$ cat config.mk
export PLATFORM = sky130hd
export DESIGN_NAME = mem_arbiter
export DESIGN_NICKNAME = d
export VERILOG_FILES = /design/src/rtl/mem_arbiter_pkg.sv /design/src/rtl/mem_arbiter_arb_select.sv /design/src/rtl/mem_arbiter.sv
export SDC_FILE = /design/constraint.sdc
export NUM_CORES = 1
export LEC_CHECK = 0
export CORE_AREA = 2 2 133 135
export DETAILED_ROUTE_END_ITERATION = 10
export DIE_AREA = 0 0 135 137
export MAX_ROUTING_LAYER = met4
export PLACE_DENSITY_LB_ADDON = 0.25
export SKIP_LAST_GASP = 1
export SYNTH_ARGS = -nofsm -noshare
export SYNTH_HDL_FRONTEND = slang
export SYNTH_SLANG_ARGS = --single-unit
$ cat constraint.sdc
create_clock -name clock -period 1.79 [get_ports clock]
set_input_delay 0.4475 -clock clock [delete_from_list [all_inputs] [get_ports clock]]
set_output_delay 0.4475 -clock clock [all_outputs]
set_load 0.005 [all_outputs]
$ cat src/rtl/mem_arbiter_pkg.sv
// Shared types for the memory arbiter.
//   arb_state_e : arbiter FSM state encoding (idle / memory access / response pulse)
//   arb_op_e    : operation latched for the granted port
package mem_arbiter_pkg;

  typedef enum logic [1:0] {
    ARB_IDLE = 2'd0,
    ARB_BUSY = 2'd1,
    ARB_RESP = 2'd2
  } arb_state_e;

  typedef enum logic {
    OP_READ  = 1'b0,
    OP_WRITE = 1'b1
  } arb_op_e;

endpackage

$ cat src/rtl/mem_arbiter_arb_select.sv
// Combinational winner selection for mem_arbiter.
// Default: fixed priority, highest requesting index wins.
// With MEM_ARB_RR_EN defined: round-robin, scanning upward from ptr+1 with wrap.
// Ports:
//   req     in  per-port request vector
//   ptr     in  last granted index (only present with MEM_ARB_RR_EN)
//   gnt_oh  out one-hot winner (all zero when nothing requests)
//   gnt_idx out binary winner index (zero when nothing requests)
module mem_arbiter_arb_select #(
  parameter int unsigned NUM_PORTS = 3,
  localparam int unsigned IdxW     = $clog2(NUM_PORTS)
) (
  input  logic [NUM_PORTS-1:0] req,
`ifdef MEM_ARB_RR_EN
  input  logic [IdxW-1:0]      ptr,
`endif
  output logic [NUM_PORTS-1:0] gnt_oh,
  output logic [IdxW-1:0]      gnt_idx
);

`ifdef MEM_ARB_RR_EN
  // Walk offsets from farthest (ptr itself) to nearest (ptr+1) so the nearest
  // requester after the pointer is the last assignment and therefore wins.
  always_comb begin
    logic [IdxW-1:0] cand;
    gnt_oh  = '0;
    gnt_idx = '0;
    cand    = '0;
    for (int k = int'(NUM_PORTS); k >= 1; k--) begin
      cand = IdxW'((int'(ptr) + k) % int'(NUM_PORTS));
      if (req[cand]) begin
        gnt_oh       = '0;
        gnt_oh[cand] = 1'b1;
        gnt_idx      = cand;
      end
    end
  end
`else
  // Ascending scan: the highest requesting index is assigned last and wins.
  always_comb begin
    gnt_oh  = '0;
    gnt_idx = '0;
    for (int i = 0; i < int'(NUM_PORTS); i++) begin
      if (req[i]) begin
        gnt_oh    = '0;
        gnt_oh[i] = 1'b1;
        gnt_idx   = IdxW'(i);
      end
    end
  end
`endif

endmodule

$ cat src/rtl/mem_arbiter.sv
// Registered arbiter multiplexing NUM_PORTS pipeline-stage requesters onto one
// memory port with a ready handshake. Each transaction walks IDLE -> BUSY -> RESP;
// the winner's op/address/data are latched on leaving IDLE, memory strobes are
// registered, and done pulses for one cycle in RESP.
// Optional feature macro: MEM_ARB_RR_EN (round-robin grant, no blocked cascade).
// Ports:
//   clock, reset          sole clock (rising edge), synchronous active-high reset
//   req_read/req_write    per-port request; both high means write
//   req_addr/req_wdata    flattened per-port address / write data
//   blocked               per-port stall flag (combinational)
//   done                  one-cycle completion pulse per port
//   rdata                 read data captured from memory, valid with done
//   mem_read/mem_write    registered memory strobes
//   mem_addr/mem_wdata    registered memory address / write data
//   mem_rdata/mem_ready   memory response
module mem_arbiter
  import mem_arbiter_pkg::*;
#(
  parameter int unsigned NUM_PORTS = 3,
  parameter int unsigned ADDR_W    = 32,
  parameter int unsigned DATA_W    = 32
) (
  input  logic                        clock,
  input  logic                        reset,
  input  logic [NUM_PORTS-1:0]        req_read,
  input  logic [NUM_PORTS-1:0]        req_write,
  input  logic [NUM_PORTS*ADDR_W-1:0] req_addr,
  input  logic [NUM_PORTS*DATA_W-1:0] req_wdata,
  output logic [NUM_PORTS-1:0]        blocked,
  output logic [NUM_PORTS-1:0]        done,
  output logic [DATA_W-1:0]           rdata,
  output logic                        mem_read,
  output logic                        mem_write,
  output logic [ADDR_W-1:0]           mem_addr,
  output logic [DATA_W-1:0]           mem_wdata,
  input  logic [DATA_W-1:0]           mem_rdata,
  input  logic                        mem_ready
);

  localparam int unsigned IdxW = $clog2(NUM_PORTS);

  arb_state_e           state_q, state_d;
  logic [NUM_PORTS-1:0] requesting, pending;
  logic [NUM_PORTS-1:0] sel_oh, grant_oh_q;
  logic [IdxW-1:0]      sel_idx;
  arb_op_e              sel_op;
  logic [ADDR_W-1:0]    sel_addr;
  logic [DATA_W-1:0]    sel_wdata;
  logic                 any_req, load, capture;

`ifdef MEM_ARB_RR_EN
  logic [IdxW-1:0]      ptr_q;
`endif

  assign requesting = req_read | req_write;
  assign any_req    = |requesting;

  mem_arbiter_arb_select #(
    .NUM_PORTS(NUM_PORTS)
  ) u_arb_select (
    .req    (requesting),
`ifdef MEM_ARB_RR_EN
    .ptr    (ptr_q),
`endif
    .gnt_oh (sel_oh),
    .gnt_idx(sel_idx)
  );

  // Payload of the winning port; a port asserting both read and write writes.
  always_comb begin
    sel_op    = OP_READ;
    sel_addr  = '0;
    sel_wdata = '0;
    for (int unsigned i = 0; i < NUM_PORTS; i++) begin
      if (sel_idx == IdxW'(i)) begin
        sel_op    = req_write[i] ? OP_WRITE : OP_READ;
        sel_addr  = req_addr[i*ADDR_W +: ADDR_W];
        sel_wdata = req_wdata[i*DATA_W +: DATA_W];
      end
    end
  end

  assign load    = (state_q == ARB_IDLE) && any_req;
  assign capture = (state_q == ARB_BUSY) && mem_ready;

  always_comb begin
    state_d = state_q;
    unique case (state_q)
      ARB_IDLE: if (any_req) state_d = ARB_BUSY;
      ARB_BUSY: if (mem_ready) state_d = ARB_RESP;
      ARB_RESP: state_d = ARB_IDLE;
      default:  state_d = ARB_IDLE;
    endcase
  end

  always_ff @(posedge clock) begin
    if (reset) begin
      state_q    <= ARB_IDLE;
      grant_oh_q <= '0;
      mem_read   <= 1'b0;
      mem_write  <= 1'b0;
      mem_addr   <= '0;
      mem_wdata  <= '0;
      rdata      <= '0;
    end else begin
      state_q <= state_d;
      if (load) begin
        grant_oh_q <= sel_oh;
        mem_read   <= (sel_op == OP_READ);
        mem_write  <= (sel_op == OP_WRITE);
        mem_addr   <= sel_addr;
        mem_wdata  <= sel_wdata;
      end
      // Strobes drop as the access completes so RESP presents an idle bus.
      if (capture) begin
        rdata     <= mem_rdata;
        mem_read  <= 1'b0;
        mem_write <= 1'b0;
      end
    end
  end

`ifdef MEM_ARB_RR_EN
  always_ff @(posedge clock) begin
    if (reset) begin
      ptr_q <= IdxW'(NUM_PORTS - 1);
    end else if (load) begin
      ptr_q <= sel_idx;
    end
  end
`endif

  assign done    = (state_q == ARB_RESP) ? grant_oh_q : '0;
  assign pending = requesting & ~done;

`ifdef MEM_ARB_RR_EN
  assign blocked = pending;
`else
  // A stalled later stage freezes every earlier stage behind it.
  always_comb begin
    logic acc;
    acc     = 1'b0;
    blocked = '0;
    for (int i = int'(NUM_PORTS) - 1; i >= 0; i--) begin
      acc        = acc | pending[i];
      blocked[i] = acc;
    end
  end
`endif

endmodule
==> metrics.log, run 1 <==
[metrics] final layout net count: between 1000 and 1500
[metrics] Clk Tree Root Cell: sky130_fd_sc_hd__clkbuf_16
[metrics] mean instance size in the synthesized netlist: ~8.9 um^2
[metrics] Setup TNS: -0.297 ns
[metrics] critical path peak fanout: 2
[metrics] total grt overflow: 0
[metrics] cells along the critical path: nor2b_4, and2_4, nor2_4, or3_4, buf_6
[metrics] H-tree depth reported by CTS: 3
[metrics] Critical path buffers and inverters: 1
[metrics] Ys Warns: 0
[metrics] chip width: ~140 um
[metrics] distinct cell type count after synthesis: 34
[metrics] Ports: ~340
[metrics] initial antenna violation count: 1
[metrics] Layout Utilization: 58.4%
[metrics] kind of start point of the critical path: flip-flop
[metrics] CP delay by family, top: simple AND/OR/NAND/NOR gates
[metrics] total detailed-routing wirelength: approximately 22000 um
[metrics] area of the multi-input gates: approximately 0.0034 mm^2
[metrics] Pleak: approximately 3.8 nW
[metrics] minimum hold slack: between 0.4 and 0.5 ns
[metrics] signed area change from the synthesized netlist to the final layout: 76.6%
[metrics] setup slack of the critical path after layout: -0.150 ns
[metrics] Post-DRT Antenna Nets: 0
[metrics] headroom to the max-slew limit: roughly two thirds
[metrics] setup clock skew after layout: between 0.006 and 0.007 ns
[metrics] vias in the first global route: between 5000 and 6000
[metrics] RSZ-0062 raised after global routing: true
[metrics] worst path arrival time: approximately 1.5 ns
[metrics] number of rows in the core area: 48
[metrics] gp weighted congestion: 0.774
[metrics] share of the synthesized area in the top cell type: a little over a third
[metrics] final number of max-transition violations: 0
[metrics] Setup violations, final: 2
[metrics] crit share post-route: 108%
[metrics] final hold violations: 0
[metrics] TritonCTS clock tree: yes
[metrics] result of the run: complete, but fails checks
[metrics] required time of the critical path: 1.34 ns
[metrics] total CTS buffers: 9
[metrics] first drt pass iteration count: 5
[metrics] detailed-route via count: between 6000 and 7000
[metrics] Initial Util: about a third
[metrics] violations in the final reports: negative setup slack
[metrics] area taken by flip-flops and latches: between 0.002 and 0.0025 mm^2
[metrics] Mapped Cells: ~630
[metrics] endpoint class of the critical path: output port
[metrics] cell type with the largest total area after synthesis: sky130_fd_sc_hd__dfxtp_1
[metrics] post-detailed-route DRC marker count: 0
[metrics] Fill cells: 1540
[metrics] library cell contributing the largest single delay on the critical path: sky130_fd_sc_hd__dfxtp_2
[metrics] pin count of the biggest net entering global routing: between 60 and 70
[metrics] Core Box Area: about 0.017 mm^2
[metrics] vertical die dimension: approximately 140 um
[metrics] number of buffers added on ports: around 340
[metrics] wire length of the first global-routing pass: approximately 32000 um
[metrics] fraction of final layout cells with drive strength greater than 1: 15.6%
[metrics] Longest Clk Path Bufs: 2
[metrics] routed length per instance: approximately 18 um
[metrics] Fmax achieved: ~0.52 GHz
[metrics] clock-pin transition on the worst setup and hold timing paths: 0.08 ns
[metrics] CTS sink count: ~100
[metrics] Worst path max stage delay: approximately 0.33 ns
[metrics] hold bufs inserted after CTS: 0
[metrics] full die area: about 0.018 mm^2
[metrics] Power per Cell Area: approximately 640 mW/mm^2
[metrics] count of state elements after synthesis: ~100
[metrics] Cell Area, Synth: about 0.0056 mm^2
[metrics] antenna cells: 0
[metrics] detailed placement HPWL: roughly 15000 um
[metrics] syn_nets: 866
[metrics] clock insertion delay at the later pin of the skew report: about 0.36 ns
[metrics] internal reg-to-reg setup slack: 0.02 ns
[metrics] worst hold path type: primary input to flip-flop
[metrics] ranking of synthesized cells by area: sky130_fd_sc_hd__dfxtp_1 37%, sky130_fd_sc_hd__o41ai_2 9.2%, sky130_fd_sc_hd__a211oi_1 8.5%
[metrics] number of DRC markers in iteration 0: around 200
[metrics] post-synthesis sequential area ratio: about 37%
[metrics] Overall Global Routing Usage: 22.6%
[metrics] worst-margin pin slew: 0.500 ns
[metrics] min Tclk post-route: around 1.9 ns
[metrics] Worst Setup Path Type: flip-flop to output port
[metrics] number of maximum-capacitance constraint violations: 0
[metrics] largest vdd supply drop: ~450 uV
[metrics] drt via density: 5.09
==> cells by family (layout without fill, tap and decap cells) <==
family,Yosys count,after routing,share of synthesized area [%]
AOI/OAI and AO/OA,238,238,35.2
DFF,103,103,36.6
and+or+nand+nor,219,219,21.2
buffers and inverters,73,412,7.02
==> cell usage in the layout (no fill, tap or decap), types with 4 or more instances in the layout <==
cell | Yosys | routed
sky130_fd_sc_hd__o41ai_2 | 32 | 42
sky130_fd_sc_hd__nor2_1 | 73 | 69
sky130_fd_sc_hd__a22o_1 | 32 | 32
sky130_fd_sc_hd__dlygate4sd2_1 | 0 | 6
sky130_fd_sc_hd__buf_2 | 27 | 6
sky130_fd_sc_hd__dfxtp_1 | 103 | 101
sky130_fd_sc_hd__nor2b_1 | 65 | 64
sky130_fd_sc_hd__buf_12 | 0 | 9
sky130_fd_sc_hd__o21ai_0 | 62 | 60
sky130_fd_sc_hd__o21ai_2 | 4 | 4
sky130_fd_sc_hd__a21oi_1 | 5 | 4
sky130_fd_sc_hd__nor2_4 | 0 | 4
sky130_fd_sc_hd__clkbuf_16 | 0 | 11
sky130_fd_sc_hd__and2_1 | 67 | 65
sky130_fd_sc_hd__a211oi_1 | 64 | 60
sky130_fd_sc_hd__clkdlybuf4s50_1 | 0 | 323
sky130_fd_sc_hd__buf_4 | 5 | 36
sky130_fd_sc_hd__a211oi_2 | 0 | 4
sky130_fd_sc_hd__buf_6 | 6 | 10
sky130_fd_sc_hd__o41ai_1 | 32 | 22
==> path summary, 6_finish.rpt <==
kind,endpoint,startpoint,cells past startpoint
min reg2reg,rdata[3],rdata[3],1
max,blocked[0],state_q[1],5
max reg2reg,mem_addr[5],state_q[1],4
min,state_q[0],reset,3
==> flip-flops by register name, indices dropped and copies added, names as in the netlist <==
| register | cells |
|---|---|
| grant_oh_q | 3 |
| rdata | 32 |
| mem_read | 1 |
| mem_write | 1 |
| mem_addr | 32 |
| mem_wdata | 32 |
| state_q | 2 |
==> worst reg2reg max path, delay by kind of cell (launching register included) <==
family / cells / cell delay (ns)
flops: 1 / 0.32
simple gates: 1 / 0.54
buf+inv: 2 / 0.35
compound gates: 1 / 0.43
==> repair_timing <==
item / 4_1_cts / 5_1_grt
setup endpoints to repair: 73 / 54
pin swaps: 6 / 3
setup buffers: 1 / 8
resized for setup: 37 / 37
cloned: 0 / 4
==> metal layers <==
metal	part of all wire [%]	up-vias	track usage [%]	routed length [um]
met5	0	-	-	0
met4	1.2	0	7.06	268
met3	7.4	16	5.19	1610
met2	50	231	38.4	10900
met1	41	2849	26.7	8900
li1	-	2993	-	-
==> power breakdown <==
| group | switching, mW | internal (mW) | leakage, nW |
|---|---|---|---|
| Sequential | 0.0955 | 2.48 | 0.849 |
| Clock | 1.00 | 0.989 | 0.147 |
| Combinational | 0.659 | 1.10 | 2.83 |
==> final cells by class <==
class | instances | share of cell area [%]
Timing Repair Buffer | 394 | 39.7
Multi-Input combinational cell | 457 | 33.7
Sequential cell | 103 | 20.7
Tap cell | 225 | 2.83
Clock buffer | 9 | 2.26
Clock inverter | 7 | 0.767
Inverter | 2 | 0.0754
==> synthesized netlist by cell type, drive strengths merged <==
master / number
a211oi: 64
a21boi: 1
a21oi: 5
a22o: 32
a22oi: 1
a32oi: 1
and2: 67
and3b: 1
buf: 40
clkbuf: 31
dfxtp: 103
inv: 2
nand2: 1
nand3: 1
nor2: 74
nor2b: 65
nor3: 3
nor4b: 1
o2111ai: 1
o21ai: 67
o22ai: 2
o41ai: 64
or2: 4
or3: 2
==> stage by stage <==
stage	power, mW	std cells	setup WS [ns]	instance area [um^2]
global route	6.63	1197	-0.201	9950
floorplan	3.25	633	0.00718	5640
detailed placement	4.35	1168	-0.696	9350
finish	6.33	1197	-0.150	9950
CTS	6.36	1185	-0.224	9670
global placement	4.34	1168	-0.700	9350
Note: power is estimated with default switching activity, not from simulation.
==> run 2: changes to the inputs <==
- CORE_AREA: 2 2 133 135 -> 2 2 130 132
- DIE_AREA: 0 0 135 137 -> 0 0 132 134
- SYNTH_HIERARCHICAL: default -> 1
==> run 2 against run 1 <==
The flow now finishes without violations. Final cell count down 4.3%. Sequential power increased by 2%. Worst hold slack improved by 0.051 ns. Synthesized area decreased by 14%. Routed wire length down 11%. First-iteration DRC count increased by 2.0%. Via count down 10%. Global-route usage fell by 1.0 points. Design area shrank 2.0%. Critical path type unchanged.
==> metrics.log, run 2 <==
[metrics] Overall Global Routing Usage: 21.6% (-1.0 points)
[metrics] net load switching power: 1.93 mW (+9.7%)
[metrics] CTS sink count: 103 (unchanged)
[metrics] post-synthesis sequential area ratio: 42.4% (+5.9 points)
[metrics] clock network fraction of design power: 29.4% (-2.1 points)
[metrics] final hold violations: 0 (unchanged)
[metrics] syn_nets: 782 (-9.7%)
[metrics] drt via density: 4.77 (-6.2%)
[metrics] result of the run: completed
[metrics] combinational power share: 31.8% (+4.0 points)
[metrics] clock insertion delay at the later pin of the skew report: 0.35 ns (about the same)
[metrics] most used standard cell by instance count after synthesis: sky130_fd_sc_hd__nor2_1
[metrics] Ys Warns: 6 (+6)
[metrics] kind of start point of the critical path: flip-flop
[metrics] Setup violations, final: 0 (-2)
[metrics] worst-margin pin slew: 0.606 ns (+0.106 ns)
[metrics] total CTS buffers: 9 (unchanged)
[metrics] net switching share of the total power: 28.5% (+0.76 points)
[metrics] most instantiated cells after synthesis: 127 x sky130_fd_sc_hd__nor2_1, 103 x sky130_fd_sc_hd__dfxtp_1, 65 x sky130_fd_sc_hd__mux2i_1
[metrics] Post-DRT Antenna Nets: 0 (unchanged)
[metrics] Power Internal: 4.83 mW (+5.7%)
[metrics] hold bufs inserted after CTS: 0 (unchanged)
[metrics] distinct cell type count after synthesis: 29 (-15%)
[metrics] gp weighted congestion: 0.819 (+5.9%)
[metrics] first drt pass iteration count: 4 (-1)
[metrics] critical path peak fanout: 3 (+1)
[metrics] number of maximum-capacitance constraint violations: 0 (unchanged)
[metrics] count of state elements after synthesis: 103 (unchanged)
[metrics] Cell Area, Synth: 0.00486 mm^2 (-14%)
[metrics] chip width: 132 um (-2.2%)
[metrics] worst path arrival time: 1.33 ns (-0.16 ns)
[metrics] Mapped Cells: 549 (-13%)
[metrics] Longest Clk Path Bufs: 2 (unchanged)
[metrics] worst hold path type: flip-flop to flip-flop
[metrics] RSZ-0062 raised after global routing: true
[metrics] ranking of synthesized cells by area: sky130_fd_sc_hd__dfxtp_1 42%, sky130_fd_sc_hd__mux2i_1 13%, sky130_fd_sc_hd__a211oi_1 9.9%
[metrics] Pleak: 4.07 nW (+6.3%)
[metrics] antenna cells: 0 (unchanged)
[metrics] endpoint class of the critical path: output port
[metrics] total detailed-routing wirelength: 19200 um (-11%)
[metrics] total instance count after detailed placement: 1111 (-4.9%)
[metrics] setup clock skew after layout: 0.0106 ns (+0.00374 ns)
[metrics] detailed-route via count: 5463 (-10%)
[metrics] Clk Tree Root Cell: sky130_fd_sc_hd__clkbuf_16
[metrics] clock-pin transition on the worst setup and hold timing paths: 0.08 ns (about the same)
[metrics] full die area: 0.0177 mm^2 (-4.4%)
[metrics] share of the synthesized area in the top cell type: 42.4% (+5.9 points)
[metrics] area post-placement: 0.00898 mm^2 (-4.0%)
[metrics] vertical die dimension: 134 um (-2.2%)
[metrics] required time of the critical path: 1.34 ns (about the same)
[metrics] Initial Util: 29.8% (-3.2 points)
[metrics] H-tree depth reported by CTS: 3 (unchanged)
[metrics] fraction of final layout cells with drive strength greater than 1: 20.3% (+4.7 points)
[metrics] detailed placement HPWL: 14000 um (-8.4%)
[metrics] headroom to the max-slew limit: 59.6% (-6.9 points)
[metrics] Power per Cell Area: 693 mW/mm^2 (+9.0%)
[metrics] most frequent standard cell in the layout excluding fill and tap cells: sky130_fd_sc_hd__clkdlybuf4s50_1
[metrics] minimum hold slack: 0.455 ns (+0.0513 ns)
[metrics] post-route standard cell area excluding fillers: 0.00975 mm^2 (-2.0%)
[metrics] total grt overflow: 0 (unchanged)
[metrics] EDFF count, synth: 0 (unchanged)
[metrics] initial antenna violation count: 0 (-1)
[metrics] number of rows in the core area: 47 (-2.1%)
[metrics] Fmax achieved: 0.563 GHz (+9.2%)
[metrics] routed length per instance: 16.8 um (-7.3%)
[metrics] Worst Setup Path Type: flip-flop to output port
[metrics] pin count of the biggest net entering global routing: 52 (-22%)
[metrics] commonest cells after routing, fill and taps aside: 321 x sky130_fd_sc_hd__clkdlybuf4s50_1, 107 x sky130_fd_sc_hd__nor2_1, 101 x sky130_fd_sc_hd__dfxtp_1, 65 x sky130_fd_sc_hd__mux2i_1, 49 x sky130_fd_sc_hd__nor3_1
[metrics] final number of max-transition violations: 0 (unchanged)
[metrics] predominant post-synthesis flop cell: sky130_fd_sc_hd__dfxtp_1
[metrics] area taken by flip-flops and latches: 0.00206 mm^2 (unchanged)
[metrics] signed area change from the synthesized netlist to the final layout: 101%
[metrics] largest vdd supply drop: 450 uV (+0.98%)
[metrics] TritonCTS clock tree: yes
[metrics] wire length of the first global-routing pass: 29300 um (-8.1%)
[metrics] mean instance size in the synthesized netlist: 8.85 um^2 (-0.60%)
[metrics] post-detailed-route DRC marker count: 0 (unchanged)
[metrics] cell type with the largest total area after synthesis: sky130_fd_sc_hd__dfxtp_1
[metrics] fin cells: 1145 (-4.3%)
[metrics] number of DRC markers in iteration 0: 207 (+2.0%)
[metrics] async set-reset flop share out of synthesis: 0% (unchanged)
[metrics] number of buffers added on ports: 336 (unchanged)
[metrics] crit share post-route: 99.2% (-9.2 points)
[metrics] Core Box Area: 0.0163 mm^2 (-4.5%)
[metrics] power share of the sequential group: 38.7% (-2.0 points)
[metrics] Ports: 337 (unchanged)
[metrics] Fill cells: 1462 (-5.1%)
[metrics] min Tclk post-route: 1.78 ns (-0.164 ns)
[metrics] area of the multi-input gates: 0.00282 mm^2 (-16%)
[metrics] vias in the first global route: 5450 (-6.3%)
[metrics] registers with the most flip-flops: mem_addr (32), mem_wdata (32), rdata (32)
[metrics] final layout net count: 1153 (-3.9%)
==> run 2: final cells by class <==
| class | instances | area share, % |
|---|---|---|
| timing repair buffer | 413 | 43.9 |
| multi-input combinational | 390 | 28.9 |
| sequential | 103 | 21.2 |
| tap | 220 | 2.82 |
| clock buffer | 9 | 2.31 |
| clock inverter | 7 | 0.744 |
| inverter | 3 | 0.141 |
==> run 2: timing repair <==
action                     in CTS  in global routing
resized for setup              49                 52
setup endpoints to repair      75                 75
gates cloned                    4                  3
buffers inserted               11                  2
pin swaps                       5                  7
==> run 2: cells by family (layout without fill, tap and decap cells) <==
| logic type | after synthesis | count (layout) | share of synthesized area [%] |
|---|---|---|---|
| AND/OR/NAND/NOR | 218 | 218 | 21.2 |
| buffers and inverters | 56 | 432 | 5.61 |
| flip-flops | 103 | 103 | 42.4 |
| AO/OA/AOI/OAI | 107 | 107 | 17.4 |
| multiplexers | 65 | 65 | 13.4 |
==> run 2: worst paths after layout <==
kind	endpoint	cells after the start	startpoint	slack (ns)
max	blocked[0]	5	state_q[1]	0.01
min	mem_read	2	mem_read	0.45
max reg2reg	mem_wdata[4]	8	state_q[0]	0.18
min reg2reg	mem_read	2	mem_read	0.45
==> run 2: power groups by stage <==
stage	Sequential [mW]	Clock, mW	Combinational [mW]
4_1_cts	2.61	2.06	2.08
6_report	2.62	1.99	2.15
2_1_floorplan	2.67	0	0.722
3_3_place_gp	2.65	0	1.93
3_5_place_dp	2.65	0	1.94
5_1_grt	2.64	2.15	2.32
==> run 2: stage by stage <==
step | utilization, % | setup WS (ns) | power [mW] | TNS (ns)
after floorplan | - | -0.0485 | 3.39 | -2.03
after detailed placement | 55.1 | -0.669 | 4.60 | -39.46
after CTS | 58.6 | -0.152 | 6.76 | -0.702
after global routing | 59.9 | -0.0714 | 7.11 | -0.144
final | 59.9 | 0.0137 | 6.76 | 0
after global placement | 55.1 | -0.618 | 4.58 | -37.60
==> run 2: worst max-delay path, cell delays in order (launching register included) <==
cell and delay, ns:
sky130_fd_sc_hd__dfxtp_2 0.33, sky130_fd_sc_hd__nor2b_4 0.15, sky130_fd_sc_hd__and2_4 0.17, sky130_fd_sc_hd__o22ai_4 0.07, sky130_fd_sc_hd__a21o_1 0.15, sky130_fd_sc_hd__clkbuf_2 0.10
==> run 2: routing by layer <==
layer / vias to the layer above / track usage (%) / share of wire (%)
li1: 2703 / - / -
met1: 2540 / 25.5 / 42
met2: 200 / 36.3 / 50
met3: 20 / 5.90 / 6.4
met4: 0 / 6.04 / 1.7
met5: - / - / 0
==> run 3: changes to the inputs <==
- clock period: 1.79 -> 2 ns (I/O delays scaled with it)
==> run 3 against run 2 <==
Highest routed layer unchanged. Routed wire length down 6.0%. Flip-flop and latch count unchanged. Count of clock-buffer cells in the layout unchanged. Clock skew up 0.0035 ns. Combinational power down 20%. Critical path depth unchanged. Total power down 12%. Sequential share of layout area up 1.1 points. Non-clock buffer count down 23. Sequential power down 11%. Setup slack better by 0.033 ns.
==> metrics.log, run 3 (same netlist as run 2, synthesis figures left out) <==
[metrics] fraction of final layout cells with drive strength greater than 1: 12.9% (-7.5 points)
[metrics] drt via density: 4.70 (-1.6%)
[metrics] kind of start point of the critical path: flip-flop
[metrics] detailed-route via count: 5270 (-3.5%)
[metrics] Critical path buffers and inverters: 1 (unchanged)
[metrics] required time of the critical path: 1.50 ns (+0.16 ns)
[metrics] RSZ-0062 raised after global routing: true
[metrics] full die area: 0.0177 mm^2 (unchanged)
[metrics] area of the multi-input gates: 0.00262 mm^2 (-7.2%)
[metrics] Post-DRT Antenna Nets: 0 (unchanged)
[metrics] library cell contributing the largest single delay on the critical path: sky130_fd_sc_hd__dfxtp_2
[metrics] worst hold path type: flip-flop to flip-flop
[metrics] initial antenna violation count: 0 (unchanged)
[metrics] crit share post-route: a little over nine tenths
[metrics] number of DRC markers in iteration 0: 172 (-17%)
[metrics] Initial Util: 29.8% (unchanged)
[metrics] number of maximum-capacitance constraint violations: 0 (unchanged)
[metrics] worst-margin pin slew: 0.477 ns (-0.129 ns)
[metrics] most frequent standard cell in the layout excluding fill and tap cells: sky130_fd_sc_hd__clkdlybuf4s50_1
[metrics] setup slack of the critical path after layout: 0.0466 ns (+0.0329 ns)
[metrics] routed length per instance: 16.1 um (-4.1%)
[metrics] antenna cells: 0 (unchanged)
[metrics] clock insertion delay at the later pin of the skew report: 0.36 ns (about the same)
[metrics] gp weighted congestion: 0.803 (-2.1%)
[metrics] final number of max-transition violations: 0 (unchanged)
[metrics] Longest Clk Path Bufs: 2 (unchanged)
[metrics] worst path arrival time: 1.45 ns (+0.12 ns)
[metrics] registers with the most flip-flops: mem_addr (32), mem_wdata (32), rdata (32)
[metrics] clock-pin transition on the worst setup and hold timing paths: 0.09 ns (about the same)
[metrics] Setup TNS: 0 ns (unchanged)
[metrics] headroom to the max-slew limit: 68.2% (+8.6 points)
[metrics] chip width: 132 um (unchanged)
[metrics] Clk Tree Root Cell: sky130_fd_sc_hd__clkbuf_16
[metrics] Setup violations, final: 0 (unchanged)
[metrics] H-tree depth reported by CTS: 3 (unchanged)
[metrics] commonest cells after routing, fill and taps aside: 323 x sky130_fd_sc_hd__clkdlybuf4s50_1, 124 x sky130_fd_sc_hd__nor2_1, 102 x sky130_fd_sc_hd__dfxtp_1, 65 x sky130_fd_sc_hd__mux2i_1, 60 x sky130_fd_sc_hd__a211oi_1
[metrics] Fill cells: 1550 (+6.0%)
[metrics] total CTS buffers: 9 (unchanged)
[metrics] area post-placement: 0.00881 mm^2 (-1.9%)
[metrics] TritonCTS clock tree: yes
[metrics] final layout net count: 1130 (-2.0%)
[metrics] Fmax achieved: 0.512 GHz
[metrics] hold bufs inserted after CTS: 0 (unchanged)
[metrics] Overall Global Routing Usage: 20.7% (-0.90 points)
[metrics] CP delay by family, top: flip-flops
[metrics] Layout Utilization: 56.8% (-3.1 points)
[metrics] detailed placement HPWL: 13900 um (-1.1%)
[metrics] Ports: 337 (unchanged)
[metrics] endpoint class of the critical path: output port
[metrics] Power per Cell Area: 641 mW/mm^2 (-7.5%)
[metrics] final hold violations: 0 (unchanged)
[metrics] Post-Place Worst Slack: -0.586 ns (+0.0831 ns)
[metrics] wire length of the first global-routing pass: 28400 um (-3.1%)
[metrics] Core Box Area: 0.0163 mm^2 (unchanged)
[metrics] fin cells: 1122 (-2.0%)
[metrics] Worst path max stage delay: 0.33 ns (about the same)
[metrics] post-route standard cell area excluding fillers: 0.00925 mm^2 (-5.2%)
[metrics] total instance count after detailed placement: 1103 (-0.72%)
[metrics] vertical die dimension: 134 um (unchanged)
[metrics] area taken by flip-flops and latches: 0.00206 mm^2 (about the same)
[metrics] vias in the first global route: 5355 (-1.7%)
[metrics] number of rows in the core area: 47 (unchanged)
[metrics] setup clock skew after layout: 0.0142 ns (+0.00355 ns)
[metrics] pin count of the biggest net entering global routing: 41 (-21%)
[metrics] CTS sink count: 103 (unchanged)
[metrics] result of the run: completed
[metrics] post-detailed-route DRC marker count: 0 (unchanged)
[metrics] min Tclk post-route: about 2.0 ns
[metrics] cells along the critical path: nor2b_4, and2_4, o22ai_4, a21o_1, clkdlybuf4s15_1
[metrics] number of buffers added on ports: 336 (unchanged)
[metrics] largest vdd supply drop: 402 uV (-10%)
[metrics] critical path peak fanout: 3 (unchanged)
[metrics] signed area change from the synthesized netlist to the final layout: 90.3%
[metrics] total detailed-routing wirelength: 18100 um (-6.0%)
[metrics] Pleak: 3.85 nW (-5.4%)
[metrics] total grt overflow: 0 (unchanged)
[metrics] first drt pass iteration count: 6 (+2)
[metrics] Worst Setup Path Type: flip-flop to output port
run 3: changes by cell type in the layout (fill, tap and decap cells not counted), sizes merged:
cell / previous run / this run
clkbuf: 15 / 10
clkinvlp: 1 / 0
dlygate4sd2: 3 / 9
buf: 79 / 54
clkinv: 1 / 2
clkdlybuf4s50: 321 / 323
dlymetal6s2s: 2 / 1
run 3: repair_timing:
action,CTS,global route
resized for setup,28,6
pin swaps,3,4
gates cloned,0,1
buffers inserted,1,1
endpoints found under the setup margin,68,7
run 3: power by group:
part | switching (mW) | leakage, nW | internal (mW)
registers | 0.0938 | 0.851 | 2.23
logic | 0.642 | 2.84 | 1.06
clock network | 0.966 | 0.157 | 0.932
total | 1.70 | 3.85 | 4.23
run 3: final cells by class:
cell class | instances | share of cell area (%)
Timing Repair Buffer | 390 | 42.7
Multi-Input combinational cell | 390 | 28.3
Sequential cell | 103 | 22.3
Tap cell | 220 | 2.98
Clock buffer | 9 | 2.44
Clock inverter | 7 | 1.10
Inverter | 3 | 0.149
run 3: worst paths after layout:
path,startpoint,slack [ns],cells past startpoint,end
worst max-delay path,state_q[1],0.05,5,blocked[0]
worst min-delay path,grant_oh_q[1],0.47,2,grant_oh_q[1]
worst max register to register,state_q[0],0.42,7,mem_addr[15]
worst min register to register,grant_oh_q[1],0.47,2,grant_oh_q[1]
run 3: worst reg2reg max path, stage by stage (launching register included):
cell	delay [ns]
sky130_fd_sc_hd__dfxtp_1	0.35
sky130_fd_sc_hd__buf_4	0.15
sky130_fd_sc_hd__nor2_1	0.20
sky130_fd_sc_hd__o21ai_4	0.11
sky130_fd_sc_hd__buf_12	0.17
sky130_fd_sc_hd__buf_4	0.16
sky130_fd_sc_hd__a211oi_1	0.24
sky130_fd_sc_hd__nor3_2	0.07
run 3: metal layers:
metal | wire [um] | global-route usage [%] | vias up
li1 | - | - | 2652
met1 | 7220 | 23.1 | 2385
met2 | 9270 | 36.0 | 206
met3 | 1190 | 5.90 | 27
met4 | 395 | 6.28 | 0
met5 | 0 | - | -
run 3: per-stage QoR:
step           hold slack (ns)  power [mW]
5_1_grt                  0.491        6.24
3_3_place_gp             0.441        4.06
6_report                 0.468        5.93
4_1_cts                  0.470        6.00
2_1_floorplan            0.432        2.99
3_5_place_dp             0.453        4.08
